`src/rtl/enc8b10b_pkg.sv`:
```
// Shared 8b/10b definitions: symbol width, K28.5 idle commas and the
// disparity classification returned by disparity_class_10b.
package enc8b10b_pkg;

  localparam int unsigned SYM_W = 10;

  localparam logic [SYM_W-1:0] K28_5_RDN = 10'b0011111010;
  localparam logic [SYM_W-1:0] K28_5_RDP = 10'b1100000101;

  typedef enum logic [1:0] {
    DISP_NEUTRAL,
    DISP_POS,
    DISP_NEG,
    DISP_INVALID
  } disp_t;

endpackage

```
`src/rtl/disparity_class_10b.sv`:
```
// Classifies a 10-bit code group by popcount: 5 neutral, 6 positive,
// 4 negative, anything else invalid.
module disparity_class_10b
  import enc8b10b_pkg::*;
(
  input  logic [SYM_W-1:0] sym,
  output disp_t            disp
);

  logic [3:0] ones;

  always_comb begin
    ones = '0;
    for (int unsigned i = 0; i < SYM_W; i++) begin
      ones = ones + {3'b000, sym[i]};
    end
    case (ones)
      4'd5:    disp = DISP_NEUTRAL;
      4'd6:    disp = DISP_POS;
      4'd4:    disp = DISP_NEG;
      default: disp = DISP_INVALID;
    endcase
  end

endmodule

```
`src/rtl/tx_disparity_serializer.sv`:
```
// 10-bit symbol serializer with a one-entry skid buffer, running-disparity
// tracking fed back to the encoder, and K28.5 idle insertion on underrun.
module tx_disparity_serializer
  import enc8b10b_pkg::*;
#(
  parameter logic RD_INIT    = 1'b0,
  parameter int   DISP_CHECK = 1
) (
  input  logic             CLK,
  input  logic             RST,
  input  logic [SYM_W-1:0] S_DATA,
  input  logic             S_VALID,
  output logic             S_READY,
  output logic             RD,
  output logic             TX,
  output logic             LOAD,
  output logic             UNDERRUN,
  output logic             DISP_ERR
);

  localparam logic [3:0] CNT_LAST = 4'd9;

  logic [SYM_W-1:0] shr;
  logic [SYM_W-1:0] hold;
  logic             hv;
  logic [3:0]       cnt;
  logic             rd;

  disp_t            in_disp;
  logic             xfer;
  logic             rd_next;
  logic             err_now;

  disparity_class_10b u_class (
    .sym  (S_DATA),
    .disp (in_disp)
  );

  assign S_READY = !hv;
  assign TX      = shr[SYM_W-1];
  assign RD      = rd;
  assign xfer    = S_VALID && S_READY;

  // RD is updated when a symbol is accepted, not when it is loaded; with a
  // single in-order buffer this still tracks transmit order.
  always_comb begin
    rd_next = rd;
    err_now = 1'b0;
    case (in_disp)
      DISP_POS: begin
        rd_next = 1'b1;
        err_now = rd;
      end
      DISP_NEG: begin
        rd_next = 1'b0;
        err_now = !rd;
      end
      DISP_INVALID: err_now = 1'b1;
      default: ;
    endcase
    if (DISP_CHECK == 0) err_now = 1'b0;
  end

  always_ff @(posedge CLK) begin
    if (RST) begin
      shr      <= '0;
      hold     <= '0;
      hv       <= 1'b0;
      cnt      <= CNT_LAST;
      rd       <= RD_INIT;
      LOAD     <= 1'b0;
      UNDERRUN <= 1'b0;
      DISP_ERR <= 1'b0;
    end else begin
      LOAD     <= 1'b0;
      UNDERRUN <= 1'b0;
      DISP_ERR <= 1'b0;
      if (xfer) begin
        rd       <= rd_next;
        DISP_ERR <= err_now;
      end
      if (cnt == CNT_LAST) begin
        cnt  <= '0;
        LOAD <= 1'b1;
        if (hv) begin
          shr <= hold;
          hv  <= 1'b0;
        end else if (S_VALID) begin
          shr <= S_DATA;
        end else begin
          shr      <= rd ? K28_5_RDP : K28_5_RDN;
          rd       <= !rd;
          UNDERRUN <= 1'b1;
        end
      end else begin
        shr <= {shr[SYM_W-2:0], 1'b0};
        cnt <= cnt + 4'd1;
        if (xfer) begin
          hold <= S_DATA;
          hv   <= 1'b1;
        end
      end
    end
  end

endmodule
```
`config.mk`:
```
export PLATFORM = sky130hd
export DESIGN_NAME = tx_disparity_serializer
export DESIGN_NICKNAME = d
export VERILOG_FILES = /design/src/rtl/enc8b10b_pkg.sv /design/src/rtl/disparity_class_10b.sv /design/src/rtl/tx_disparity_serializer.sv
export SDC_FILE = /design/constraint.sdc
export NUM_CORES = 1
export LEC_CHECK = 0
export ABC_AREA = 1
export BUFFER_PORTS_ARGS = -buffer_cell sky130_fd_sc_hd__buf_4
export CAP_MARGIN = 5
export CORE_MARGIN = 1
export CORE_UTILIZATION = 60
export CTS_CLUSTER_DIAMETER = 150
export CTS_CLUSTER_SIZE = 16
export DETAILED_ROUTE_END_ITERATION = 8
export PLACE_DENSITY = 0.86
export SYNTH_ARGS = -nofsm -noshare
export SYNTH_HDL_FRONTEND = slang
export SYNTH_SLANG_ARGS = --single-unit
```
`constraint.sdc`:
```
create_clock -name CLK -period 11.35 [get_ports CLK]
set_clock_uncertainty 0.2 [all_clocks]
set_input_delay 2.27 -clock CLK [delete_from_list [all_inputs] [get_ports CLK]]
set_output_delay 2.27 -clock CLK [all_outputs]
set_load 0.02 [all_outputs]
```
Word level (Yosys, flattened, before mapping)

Index checks and enable logic that the tools add are counted.

Input bits: 13
Register bits: 29
Word-level logic and storage cells: 51
Output and inout bits: 6

Bitwise logic cells: 2
Add/subtract/negate cells: 10
Mux-type cells: 14
Reductions and logical operators: 8
Eq/ne operators: 7

Operator list:

| cell                                          | count |
|---|---|
| 2-to-1 mux 10 bit                             | 4 |
| adder 4 x 1 -> 4 bit                          | 8 |
| == test 4 x 3 -> 1 bit, second input constant | 3 |
| 2-to-1 mux 1 bit                              | 6 |
| one-hot mux 2 bit (3 select lines)            | 1 |
| OR reduction 2 bit                            | 3 |
| adder 4 x 1 -> 4 bit, second input constant   | 1 |
| == test 2 bit, second input constant          | 2 |
| == test 4 bit, second input constant          | 1 |
| 2-to-1 mux 4 bit                              | 1 |
| one-hot mux 1 bit (3 select lines)            | 1 |
| OR reduction 3 bit                            | 1 |
| adder 1 x 1 -> 2 bit                          | 1 |
| == test 2 x 1 -> 1 bit, second input constant | 1 |
| zero test 1 bit                               | 2 |
| inverter 1 bit                                | 2 |
| one-hot mux 1 bit (2 select lines)            | 1 |
| AND reduction 2 bit                           | 1 |
| logical AND 1 bit                             | 1 |

Logic depth before layout (Yosys ltp)

Gate-level depths: netlist of the first run.

Word-level depth: 17
Gate-level depth with buffers: 19
Depth with buffers taken out: 19

By module

Synthesis of the first run repeated with hierarchy kept, for this count alone.

Cells, all modules: 210
Area, all modules: 1514.0 um^2

By module, submodules not included:

| module                  | cells an instance | instances | seq. area each (um^2) | area an instance (um^2) |
|---|---|---|---|---|
| tx_disparity_serializer | 176               | 1         | 580.6                 | 1239.9 |
| disparity_class_10b     | 34                | 1         | 0.0                   | 274.0 |

Worst setup path after synthesis of the first run

No wires, ideal clock.

Path type: input to register
From: input port S_DATA[0]
To: register rd (netlist: RD)
Data arrival time: 5794 ps
Stages: 16
Setup time: 58 ps
Data required time: 11092 ps
Slack: 5297 ps
Buffers on the path: 0
Cell sequence: ha_1 -> inv_1 -> fa_1 -> fa_1 -> fa_1 -> fa_1 -> fa_1 -> xnor2_1 -> nand3b_1 -> ha_1 -> inv_1 -> o21ai_0 -> nand2_1 -> nand2_1 -> nand2_1 -> nand2_1

Longest elaborated chain between the ends: 17
Elaborated cells between the ends (all ways): 20
Classes of those cells: add/sub (9); eq/ne (5); mux (6)

Ends and longest elaborated chain:

| what                                                           | line                          | text |
|---|---|---|
| start, declared                                                | tx_disparity_serializer.sv:11 | `input logic [SYM_W-1:0] S_DATA,` |
| adder 1 x 1 -> 2 bit (*)                                       | disparity_class_10b.sv:15     | `ones = ones + {3'b000, sym[i]};` |
| adder 4 x 1 -> 4 bit (*) (8 in series)                         | disparity_class_10b.sv:15     |  |
| == test 4 x 3 -> 1 bit                                         | disparity_class_10b.sv:17     | `case (ones)` |
| one-hot mux 2 bit (3 select lines) (*)                         | disparity_class_10b.sv:17     |  |
| == test 2 bit / == test 2 x 1 -> 1 bit (equally long branches) | tx_disparity_serializer.sv:49 | `case (in_disp)` |
| one-hot mux 1 bit (2 select lines) (*)                         | tx_disparity_serializer.sv:49 |  |
| 2-to-1 mux 1 bit (*)                                           | tx_disparity_serializer.sv:78 | `if (xfer) begin` |
| 2-to-1 mux 1 bit                                               | tx_disparity_serializer.sv:88 | `end else if (S_VALID) begin` |
| 2-to-1 mux 1 bit                                               | tx_disparity_serializer.sv:85 | `if (hv) begin` |
| 2-to-1 mux 1 bit (*)                                           | tx_disparity_serializer.sv:82 | `if (cnt == CNT_LAST) begin` |
| end signal, assigned                                           | tx_disparity_serializer.sv:79 | `rd <= rd_next;` |
| end signal, assigned                                           | tx_disparity_serializer.sv:92 | `rd <= !rd;` |
| end, declared                                                  | tx_disparity_serializer.sv:27 | `logic rd;` |

Every way passes the cells marked *; elsewhere a longest branch is shown, timed or not.
A chain may end at the register's enable or synchronous reset.

Worst setup path after layout of the first run

Same ends and word-level chain as after synthesis.

==> results_dict.tcl, run 1 <==
set metrics [dict create \
    ys_seq_area_frac 0.377 \
    cts_inserted_buffers 5 \
    synth_top_cells_by_area "sky130_fd_sc_hd__dfxtp_1 (38%), sky130_fd_sc_hd__nand2_1 (10%), sky130_fd_sc_hd__fa_1 (7.8%)" \
    design_area_mm2 0.00177 \
    post_drt_via_cell_ratio 5.15 \
    cp_top_family "adder cells" \
    netlist.area_leader.share 0.377 \
    post_synthesis_share_of_cell_area_spent_on_full_adders_half_adders_and_majority_gates 0.143 \
    post_synth_and_or_nand_nor_area_fraction 0.218 \
    cp_num_buf_inv 3 \
    netlist_area_mm2 0.00154 \
    yosysWarnings 0 \
    muxShareOfSynthArea 0 \
    first_pass_grt_wire_length_mm 4.62 \
    clock_tree_from_tritoncts "yes" \
    place_hpwl_mm 2.28 \
    period_share 0.539 \
    synth-seq-cells 29 \
    drt_wl_total_mm 3.04 \
    cts.clk_slew.worst_paths_ns 0.10 \
    placeableCoreArea_mm2 0.00245 \
    crit_type "primary input to flop" \
    yosysTopAreaCell "sky130_fd_sc_hd__dfxtp_1" \
    startpoint_type "primary input" \
    hold_viol_final 0 \
    total_die_area_mm2 0.00278 \
    die-width_um 52.7 \
    syn_area_per_cell_um2 8.16 \
    postSynthCellCount 189 \
    final_max_slew_viol_count 0 \
    synth_compound_area_frac 0.150 \
    worst_ir_drop_vdd_uv 133 \
    cell_repeated_most_along_the_worst_path "sky130_fd_sc_hd__fa_1" \
    worst_setup_path_startpoint "S_DATA[0]" \
    final_estimated_routing_congestion_in_global_placement 0.814 \
    placement.cell_area_mm2 0.00169 \
    total_via_count_in_the_routed_design 1240 \
    grt_antenna_before_repair 0 \
    num-nets-final 237 \
    timing.fmax_mhz 164 \
    wire_per_inst_um 12.6 \
    grt_use_total 0.243 \
    finalPower_mw 0.364 \
    critical_path.slowest_cell "sky130_fd_sc_hd__fa_1" \
    clockBufferDepth 2 \
    grt_max_degree 20 \
    areaGrowthSynthToFinish_pct 14.9 \
    first_global_vias 1092 \
    pwr_density_cell_mw_per_mm2 205 \
    clock_sink_count 29 \
    grt_setup_unrepaired "false" \
    ctsHtreeMaxLevel 2 \
    crit_path_max_incr_delay_ns 0.51 \
    total_leakage_power_nw 0.850 \
    fin_tns_setup_ns 0 \
    holdBufCountCts 0 \
    number_of_placement_rows 18 \
    seqCellArea_um2 581 \
    min_from "shr[8]" \
    timing.slew.headroom 0.674 \
    mappedNetlistNets 216 \
    main_combinational_cell_family_by_area_after_synthesis "simple AND/OR/NAND/NOR gates" \
    final_period_minus_worst_setup_slack_ns 6.12 \
    cts_root_buffer "sky130_fd_sc_hd__clkbuf_4" \
    fillers 190 \
    r2r_start "hv" \
    synth_area_in_xor_xnor 0.0170 \
    worstMarginPinSlew_ns 0.488 \
    setup-violations-final 0 \
    crit_required_ns 11.43 \
    globalRouteOverflowTotal 0 \
    critical_path.max_fanout 3 \
    timing.critical_path.cells "buf_4 -> ha_1 -> inv_1 -> fa_1 -> fa_1 -> fa_1 -> fa_1 -> fa_1 -> xnor2_1 -> nand3b_1 -> ha_1 -> inv_1 -> o21ai_0 -> nand2_1 -> nand2_1 -> nand2_1 -> nand2_1" \
    quantity_of_i_o_buffers_inserted_on_ports 18 \
    initial_core_util 0.628 \
    drc_errors 0 \
    drtIter0Drc 37 \
    cts_post_setup_buffers_inserted 0 \
    multi_input_comb_area_um2 815 \
    firstDrtPassIters 4 \
    io-pin-count 19 \
    cts_resized 0 \
    postRouteAntennaNets 0 \
    status "completed" \
    timing.max_cap.violations 0 \
    clk-insertion-delay-late_ns 0.33 \
    finalHoldWorstSlack_ns 0.241 \
    netlist-cell-type-count 25 \
    critPathCaptureType "flop" \
    antenna_diode_count 0 \
    hold_class "flop to flop" \
    die-height_um 52.7 \
    arrival_ns 6.20 \
    drive_gt1_frac 0.223 \
]
## cell families (layout without fill, tap and decap cells)
kind of cell               after synthesis  in the layout
buffers and inverters                   34             56
xor gates and xnor gates                 3              3
DFF                                     29             29
and+or+nand+nor                         77             77
AOI/OAI and AO/OA                       32             32
adders and majority gates               14             14
## cell usage in the layout, fill, tap and decap left out
cell	synthesis	final
sky130_fd_sc_hd__nand2_1	43	43
sky130_fd_sc_hd__dfxtp_1	29	29
sky130_fd_sc_hd__inv_1	23	23
sky130_fd_sc_hd__nor2_1	23	23
sky130_fd_sc_hd__buf_4	1	18
sky130_fd_sc_hd__o21ai_0	11	11
sky130_fd_sc_hd__a211oi_2	9	9
sky130_fd_sc_hd__ha_1	8	8
sky130_fd_sc_hd__o21ai_1	6	6
sky130_fd_sc_hd__fa_1	6	6
sky130_fd_sc_hd__inv_2	5	5
sky130_fd_sc_hd__a21oi_1	5	5
sky130_fd_sc_hd__clkbuf_4	0	5
sky130_fd_sc_hd__nand3_1	3	3
sky130_fd_sc_hd__xnor2_1	2	2
sky130_fd_sc_hd__nand3_2	2	2
sky130_fd_sc_hd__nand2_4	2	2
sky130_fd_sc_hd__inv_4	2	2
sky130_fd_sc_hd__nand3b_1	1	1
sky130_fd_sc_hd__xor2_1	1	1
sky130_fd_sc_hd__nor2_2	1	1
sky130_fd_sc_hd__nor2_4	1	1
sky130_fd_sc_hd__a22o_1	1	1
sky130_fd_sc_hd__nand4_1	1	1
sky130_fd_sc_hd__bufinv_16	0	1
sky130_fd_sc_hd__clkbuf_8	0	1
sky130_fd_sc_hd__clkbuf_1	0	1
## flip-flops by register name, indices dropped and copies added (netlist names)
register and cells:
hold 10, shr 10, cnt 4, DISP_ERR 1, LOAD 1, RD 1
UNDERRUN 1, hv 1
## tightest hold or removal path, cell delays in order, from the launching register on
cell,delay [ns]
sky130_fd_sc_hd__dfxtp_1,0.32
sky130_fd_sc_hd__nand2_1,0.05
sky130_fd_sc_hd__nand2_1,0.05
## report_power, final
part	total, mW	leakage, nW	internal [mW]	switching [mW]
combinational	0.138	0.566	0.0526	0.0849
clock	0.0901	0.0455	0.0526	0.0376
sequential	0.136	0.239	0.124	0.0124
## routing by layer
layer / vias up / part of all wire / wire length, um / track usage
met5: - / 0 / 0 / 0
met4: 0 / 0.023 / 71 / 0.105
met3: 10 / 0.063 / 192 / 0.0928
met2: 36 / 0.49 / 1500 / 0.392
met1: 560 / 0.42 / 1280 / 0.284
li1: 634 / - / - / -
## area by class of cell
class,count,area share
clock inverter,1,0.0170
multi-input combinational,126,0.460
sequential,29,0.328
clock buffer,7,0.0311
inverter,30,0.0664
tap,30,0.0212
timing repair buffer,18,0.0763
## synthesized netlist by cell type (all sizes together)
cell type / n
a211oi: 9
xnor2: 2
nand2: 45
a21oi: 5
nor2: 25
buf: 4
ha: 8
o21ai: 17
a22o: 1
inv: 30
nand3: 5
fa: 6
xor2: 1
dfxtp: 29
nand4: 1
nand3b: 1
## path summary, 6_finish.rpt
path	to	slack [ns]	cells past startpoint
max	RD	5.23	17
min	shr[9]	0.24	2
max reg2reg	shr[6]	9.67	5
min reg2reg	shr[9]	0.24	2
## through the flow
| step | utilization | cells | worst slack, ns |
|---|---|---|---|
| 2_1_floorplan | - | 189 | 5.30 |
| 3_3_place_gp | 0.687 | 233 | 5.10 |
| 3_5_place_dp | 0.687 | 233 | 4.93 |
| 4_1_cts | 0.721 | 241 | 5.24 |
| 5_1_grt | 0.721 | 241 | 4.99 |
| 6_report | 0.721 | 241 | 5.23 |
Power figures use the tool's default switching activity.
==> inputs of run 2 (changes only) <==
--- a/config.mk
+++ b/config.mk
@@ -9,11 +9,11 @@
 export BUFFER_PORTS_ARGS = -buffer_cell sky130_fd_sc_hd__buf_4
 export CAP_MARGIN = 5
 export CORE_MARGIN = 1
-export CORE_UTILIZATION = 60
+export CORE_UTILIZATION = 56
 export CTS_CLUSTER_DIAMETER = 150
 export CTS_CLUSTER_SIZE = 16
 export DETAILED_ROUTE_END_ITERATION = 8
-export PLACE_DENSITY = 0.86
+export PLACE_DENSITY = 0.81
 export SYNTH_ARGS = -nofsm -noshare
 export SYNTH_HDL_FRONTEND = slang
 export SYNTH_SLANG_ARGS = --single-unit
==> constraint.sdc (replaced) <==
create_clock -name CLK -period 6.3 [get_ports CLK]
set_clock_uncertainty 0.2 [all_clocks]
set_input_delay 1.26 -clock CLK [delete_from_list [all_inputs] [get_ports CLK]]
set_output_delay 1.26 -clock CLK [all_outputs]
set_load 0.02 [all_outputs]
==> run 2 against run 1 <==
  * Die area grew 6.9%
  * Non-clock buffer count stayed put
  * Power rose by 77%
  * Utilization shrank 2.6 points
  * Global-route usage shrank 1.3 points
  * Critical endpoint unchanged
  * Highest routed layer unchanged
==> results_dict.tcl, run 2 (synthesis results as in run 1) <==
set metrics [dict create \
    finalHoldWorstSlack_ns 0.246 \
    dpl_worst_slack_ns 0.918 \
    dpl.cell_count 233 \
    multi_input_comb_area_um2 815 \
    number_of_placement_rows 18 \
    critical_path.max_fanout 3 \
    placeableCoreArea_mm2 0.00254 \
    worstRegToRegCells 7 \
    post_drt_via_cell_ratio 5.02 \
    first_global_vias 1114 \
    areaGrowthSynthToFinish_pct 14.9 \
    ctsHtreeMaxLevel 2 \
    r2r_setup_slack_ns 4.66 \
    clock_sink_count 29 \
    grt_setup_unrepaired "false" \
    setup_ws_ns 1.22 \
    grt_antenna_before_repair 0 \
    timing.fmax_mhz 197 \
    seqCellArea_um2 581 \
    placement.cell_area_mm2 0.00169 \
    fin_tns_setup_ns 0 \
    final_period_minus_worst_setup_slack_ns 5.08 \
    worstHoldPathCells 2 \
    die-width_um 54.5 \
    cell_repeated_most_along_the_worst_path "sky130_fd_sc_hd__fa_1" \
    fillers 225 \
    cts_resized 0 \
    cts.clk_slew.worst_paths_ns 0.09 \
    fin_cells 241 \
    first_pass_grt_wire_length_mm 4.69 \
    total_leakage_power_nw 0.850 \
    utilization 0.696 \
    cts_inserted_buffers 5 \
    timing.slew.headroom 0.706 \
    critical_path.slowest_cell "sky130_fd_sc_hd__fa_1" \
    arrival_ns 5.14 \
    hold_class "flop to flop" \
    cts_root_buffer "sky130_fd_sc_hd__clkbuf_4" \
    hold_viol_final 0 \
    crit_required_ns 6.36 \
    most-common-layout-cells "sky130_fd_sc_hd__nand2_1 (43), sky130_fd_sc_hd__dfxtp_1 (29), sky130_fd_sc_hd__inv_1 (23), sky130_fd_sc_hd__nor2_1 (23), sky130_fd_sc_hd__buf_4 (18)" \
    grt_max_degree 20 \
    crit_path_max_incr_delay_ns 0.51 \
    crit_type "primary input to flop" \
    drt_wl_total_mm 2.93 \
    period_share 0.806 \
    largestRegisters "hold: 10 flops, shr: 10 flops, cnt: 4 flops" \
    timing.max_cap.violations 0 \
    critPathCaptureType "flop" \
    total_die_area_mm2 0.00297 \
    total_via_count_in_the_routed_design 1211 \
    antenna_diode_count 0 \
    postRouteAntennaNets 0 \
    die-height_um 54.5 \
    design_area_mm2 0.00177 \
    place_hpwl_mm 2.33 \
    quantity_of_i_o_buffers_inserted_on_ports 18 \
    setup-violations-final 0 \
    io-pin-count 19 \
    pwr_density_cell_mw_per_mm2 363 \
    clk-insertion-delay-late_ns 0.32 \
    worstMarginPinSlew_ns 0.440 \
    final_estimated_routing_congestion_in_global_placement 0.796 \
    timing.critical_path.cells "buf_4 -> ha_1 -> inv_1 -> fa_1 -> fa_1 -> fa_1 -> fa_1 -> fa_1 -> xnor2_1 -> nand3b_1 -> ha_1 -> inv_1 -> o21ai_0 -> nand2_1 -> nand2_1 -> nand2_1 -> nand2_1" \
    drc_errors 0 \
    startpoint_type "primary input" \
    clockBufferDepth 2 \
    wire_per_inst_um 12.1 \
    status "completed" \
    worst_ir_drop_vdd_uv 218 \
    finalPower_mw 0.643 \
    firstDrtPassIters 4 \
    globalRouteOverflowTotal 0 \
    clock_tree_from_tritoncts "yes" \
    layout.cells.most_common "sky130_fd_sc_hd__nand2_1" \
    final_max_slew_viol_count 0 \
    initial_core_util 0.606 \
    grt_use_total 0.230 \
    drtIter0Drc 9 \
    holdBufCountCts 0 \
    drive_gt1_frac 0.223 \
    num-nets-final 237 \
    cts_post_setup_buffers_inserted 0 \
]
==> run 2: cell type report <==
type,instances,share of cell area
clock inverter,1,0.0170
tap,30,0.0212
sequential,29,0.328
clock buffer,7,0.0311
multi-input combinational,126,0.460
inverter,30,0.0664
timing repair buffer,18,0.0763
==> run 2: path summary, 6_finish.rpt <==
check             from     end
max          S_DATA[0]      RD
min             shr[6]  shr[7]
max reg2reg     cnt[1]      RD
min reg2reg     shr[6]  shr[7]
==> run 2: worst max-delay path, delay by kind of cell <==
| family | cells | cell delay, ns |
|---|---|---|
| and+or+nand+nor | 5 | 0.41 |
| AOI/OAI and AO/OA | 1 | 0.21 |
| adders and majority gates | 7 | 2.73 |
| xor gates and xnor gates | 1 | 0.28 |
| buffers and inverters | 3 | 0.22 |
==> run 2: per-layer routing <==
metal | part of all wire | track usage
met2 | 0.50 | 0.392
met4 | 0.020 | 0.103
met5 | 0 | 0
met3 | 0.027 | 0.0583
met1 | 0.45 | 0.269
==> run 2: report_power, final <==
group	internal, mW	switching [mW]	total (mW)
Combinational	0.0931	0.148	0.241
Clock	0.0948	0.0630	0.158
Sequential	0.223	0.0222	0.245
==> inputs of run 3 (changes only) <==
==> constraint.sdc (replaced) <==
create_clock -name CLK -period 4.8 [get_ports CLK]
set_clock_uncertainty 0.2 [all_clocks]
set_input_delay 0.96 -clock CLK [delete_from_list [all_inputs] [get_ports CLK]]
set_output_delay 0.96 -clock CLK [all_outputs]
set_load 0.02 [all_outputs]
==> run 3 against run 2 <==
  * Wire length increased by 0.14%
  * Clock power increased by 4%
  * Power increased by 28%
  * Flip-flop and latch count unchanged
==> results_dict.tcl, run 3 (synthesis results as in run 1) <==
set metrics [dict create \
    status "completed" \
    first_global_vias 1141 \
    timing.fmax_mhz 217 \
    wire_per_inst_um 12.1 \
    worstMarginPinSlew_ns 0.456 \
    cts.clk_slew.worst_paths_ns 0.09 \
    clk-insertion-delay-late_ns 0.32 \
    pwr_density_cell_mw_per_mm2 456 \
    grt_use_total 0.234 \
    total_die_area_mm2 0.00297 \
    worstHoldPathCells 2 \
    place_hpwl_mm 2.34 \
    clock_sink_count 29 \
    drc_errors 0 \
    total_via_count_in_the_routed_design 1229 \
    crit_type "primary input to flop" \
    critical_path.max_fanout 3 \
    most-common-layout-cells "sky130_fd_sc_hd__nand2_1 (43), sky130_fd_sc_hd__dfxtp_1 (29), sky130_fd_sc_hd__nor2_1 (23)" \
    die-width_um 54.5 \
    final_period_minus_worst_setup_slack_ns 4.60 \
    first_pass_grt_wire_length_mm 4.76 \
    hold_class "flop to flop" \
    grt_max_degree 20 \
    worstRegToRegCells 7 \
    cts_inserted_buffers 5 \
    grt_antenna_before_repair 0 \
    worst_ir_drop_vdd_uv 375 \
    largestRegisters "hold: 10 flops, shr: 10 flops, cnt: 4 flops" \
    clockBufferDepth 2 \
    die-height_um 54.5 \
    dpl_worst_slack_ns -0.301 \
    crit_path_max_incr_delay_ns 0.55 \
    io-pin-count 19 \
    fin_tns_setup_ns 0 \
    placeableCoreArea_mm2 0.00254 \
    critPathCaptureType "flop" \
    finalPower_mw 0.822 \
    cts_post_setup_buffers_inserted 0 \
    clock_tree_from_tritoncts "yes" \
    critical_path.slowest_cell "sky130_fd_sc_hd__fa_1" \
    period_share 0.959 \
    crit_required_ns 4.82 \
    finalHoldWorstSlack_ns 0.241 \
    drt_wl_total_mm 2.93 \
    cell_repeated_most_along_the_worst_path "sky130_fd_sc_hd__nand2_1" \
    dpl.cell_count 235 \
    final_max_slew_viol_count 0 \
    timing.critical_path.cells "buf_8 -> ha_4 -> inv_2 -> fa_1 -> fa_1 -> fa_1 -> fa_2 -> fa_1 -> nand2_1 -> nand3b_1 -> ha_1 -> inv_1 -> nor2_1 -> nand2_1 -> nand2_1 -> nand2_1 -> nand2_1 -> nand2_1" \
    drtIter0Drc 14 \
    areaGrowthSynthToFinish_pct 17.0 \
    globalRouteOverflowTotal 0 \
    hold_viol_final 0 \
    initial_core_util 0.606 \
    grt_setup_unrepaired "true" \
    cts_root_buffer "sky130_fd_sc_hd__clkbuf_4" \
    startpoint_type "primary input" \
    antenna_diode_count 0 \
    firstDrtPassIters 4 \
    timing.slew.headroom 0.696 \
    drive_gt1_frac 0.254 \
    total_leakage_power_nw 0.862 \
    number_of_placement_rows 18 \
    ctsHtreeMaxLevel 2 \
    num-nets-final 239 \
    setup-violations-final 0 \
    postRouteAntennaNets 0 \
    timing.max_cap.violations 0 \
    fin_cells 243 \
    arrival_ns 4.62 \
    quantity_of_i_o_buffers_inserted_on_ports 18 \
    layout.cells.most_common "sky130_fd_sc_hd__nand2_1" \
    final_estimated_routing_congestion_in_global_placement 0.834 \
    setup_ws_ns 0.199 \
    post_drt_via_cell_ratio 5.06 \
]
## run 3: cell types whose count changed in the layout (fill, tap and decap cells not counted), sizes merged
| cell | before | now |
|---|---|---|
| buf | 18 | 20 |
| bufinv | 1 | 0 |
| clkinv | 0 | 1 |
## run 3: critical path: cells and delay by family
kind,cells,cell delay [ns]
AND/OR/NAND/NOR,8,0.61
adder cells (fa/ha/maj),7,2.85
buffers and inverters,3,0.18
## run 3: metal layers
layer / wire length, um / track usage
met2: 1490 / 0.415
met3: 96 / 0.0750
met5: 0 / 0
met1: 1300 / 0.261
met4: 41 / 0.0769
## run 3: where the power goes
| part | internal [mW] | leakage [nW] | total (mW) | switching (mW) |
|---|---|---|---|---|
| combinational | 0.136 | 0.582 | 0.338 | 0.202 |
| clock | 0.0848 | 0.0413 | 0.164 | 0.0790 |
| sequential | 0.292 | 0.239 | 0.321 | 0.0285 |
## run 3: repair_timing
item,in CTS,in global routing
setup endpoints to repair,0,1
gates resized for setup,0,8
hold buffers,0,0
## run 3: final timing paths
path / to / start / slack, ns
worst min-delay path: shr[2] / shr[1] / 0.24
worst min register to register: shr[2] / shr[1] / 0.24
worst max-delay path: RD / S_DATA[1] / 0.20
worst max register to register: RD / cnt[1] / 3.15
## run 3: through the flow
| stage | utilization | instance area [um^2] |
|---|---|---|
| 6_report | 0.709 | 1800 |
| 3_5_place_dp | 0.668 | 1700 |
| 2_1_floorplan | - | 1540 |
| 4_1_cts | 0.696 | 1770 |
| 3_3_place_gp | 0.668 | 1700 |
| 5_1_grt | 0.709 | 1800 |
## run 3: layout make-up
class                   instances  area (um^2)
clock inverters                 1         5.00
fillers                       203          741
inverters                      30          118
multi-input cells             126          837
flip-flops and latches         29          581
well taps                      30         37.5
repair buffers                 20          161
clock buffers                   7         65.1
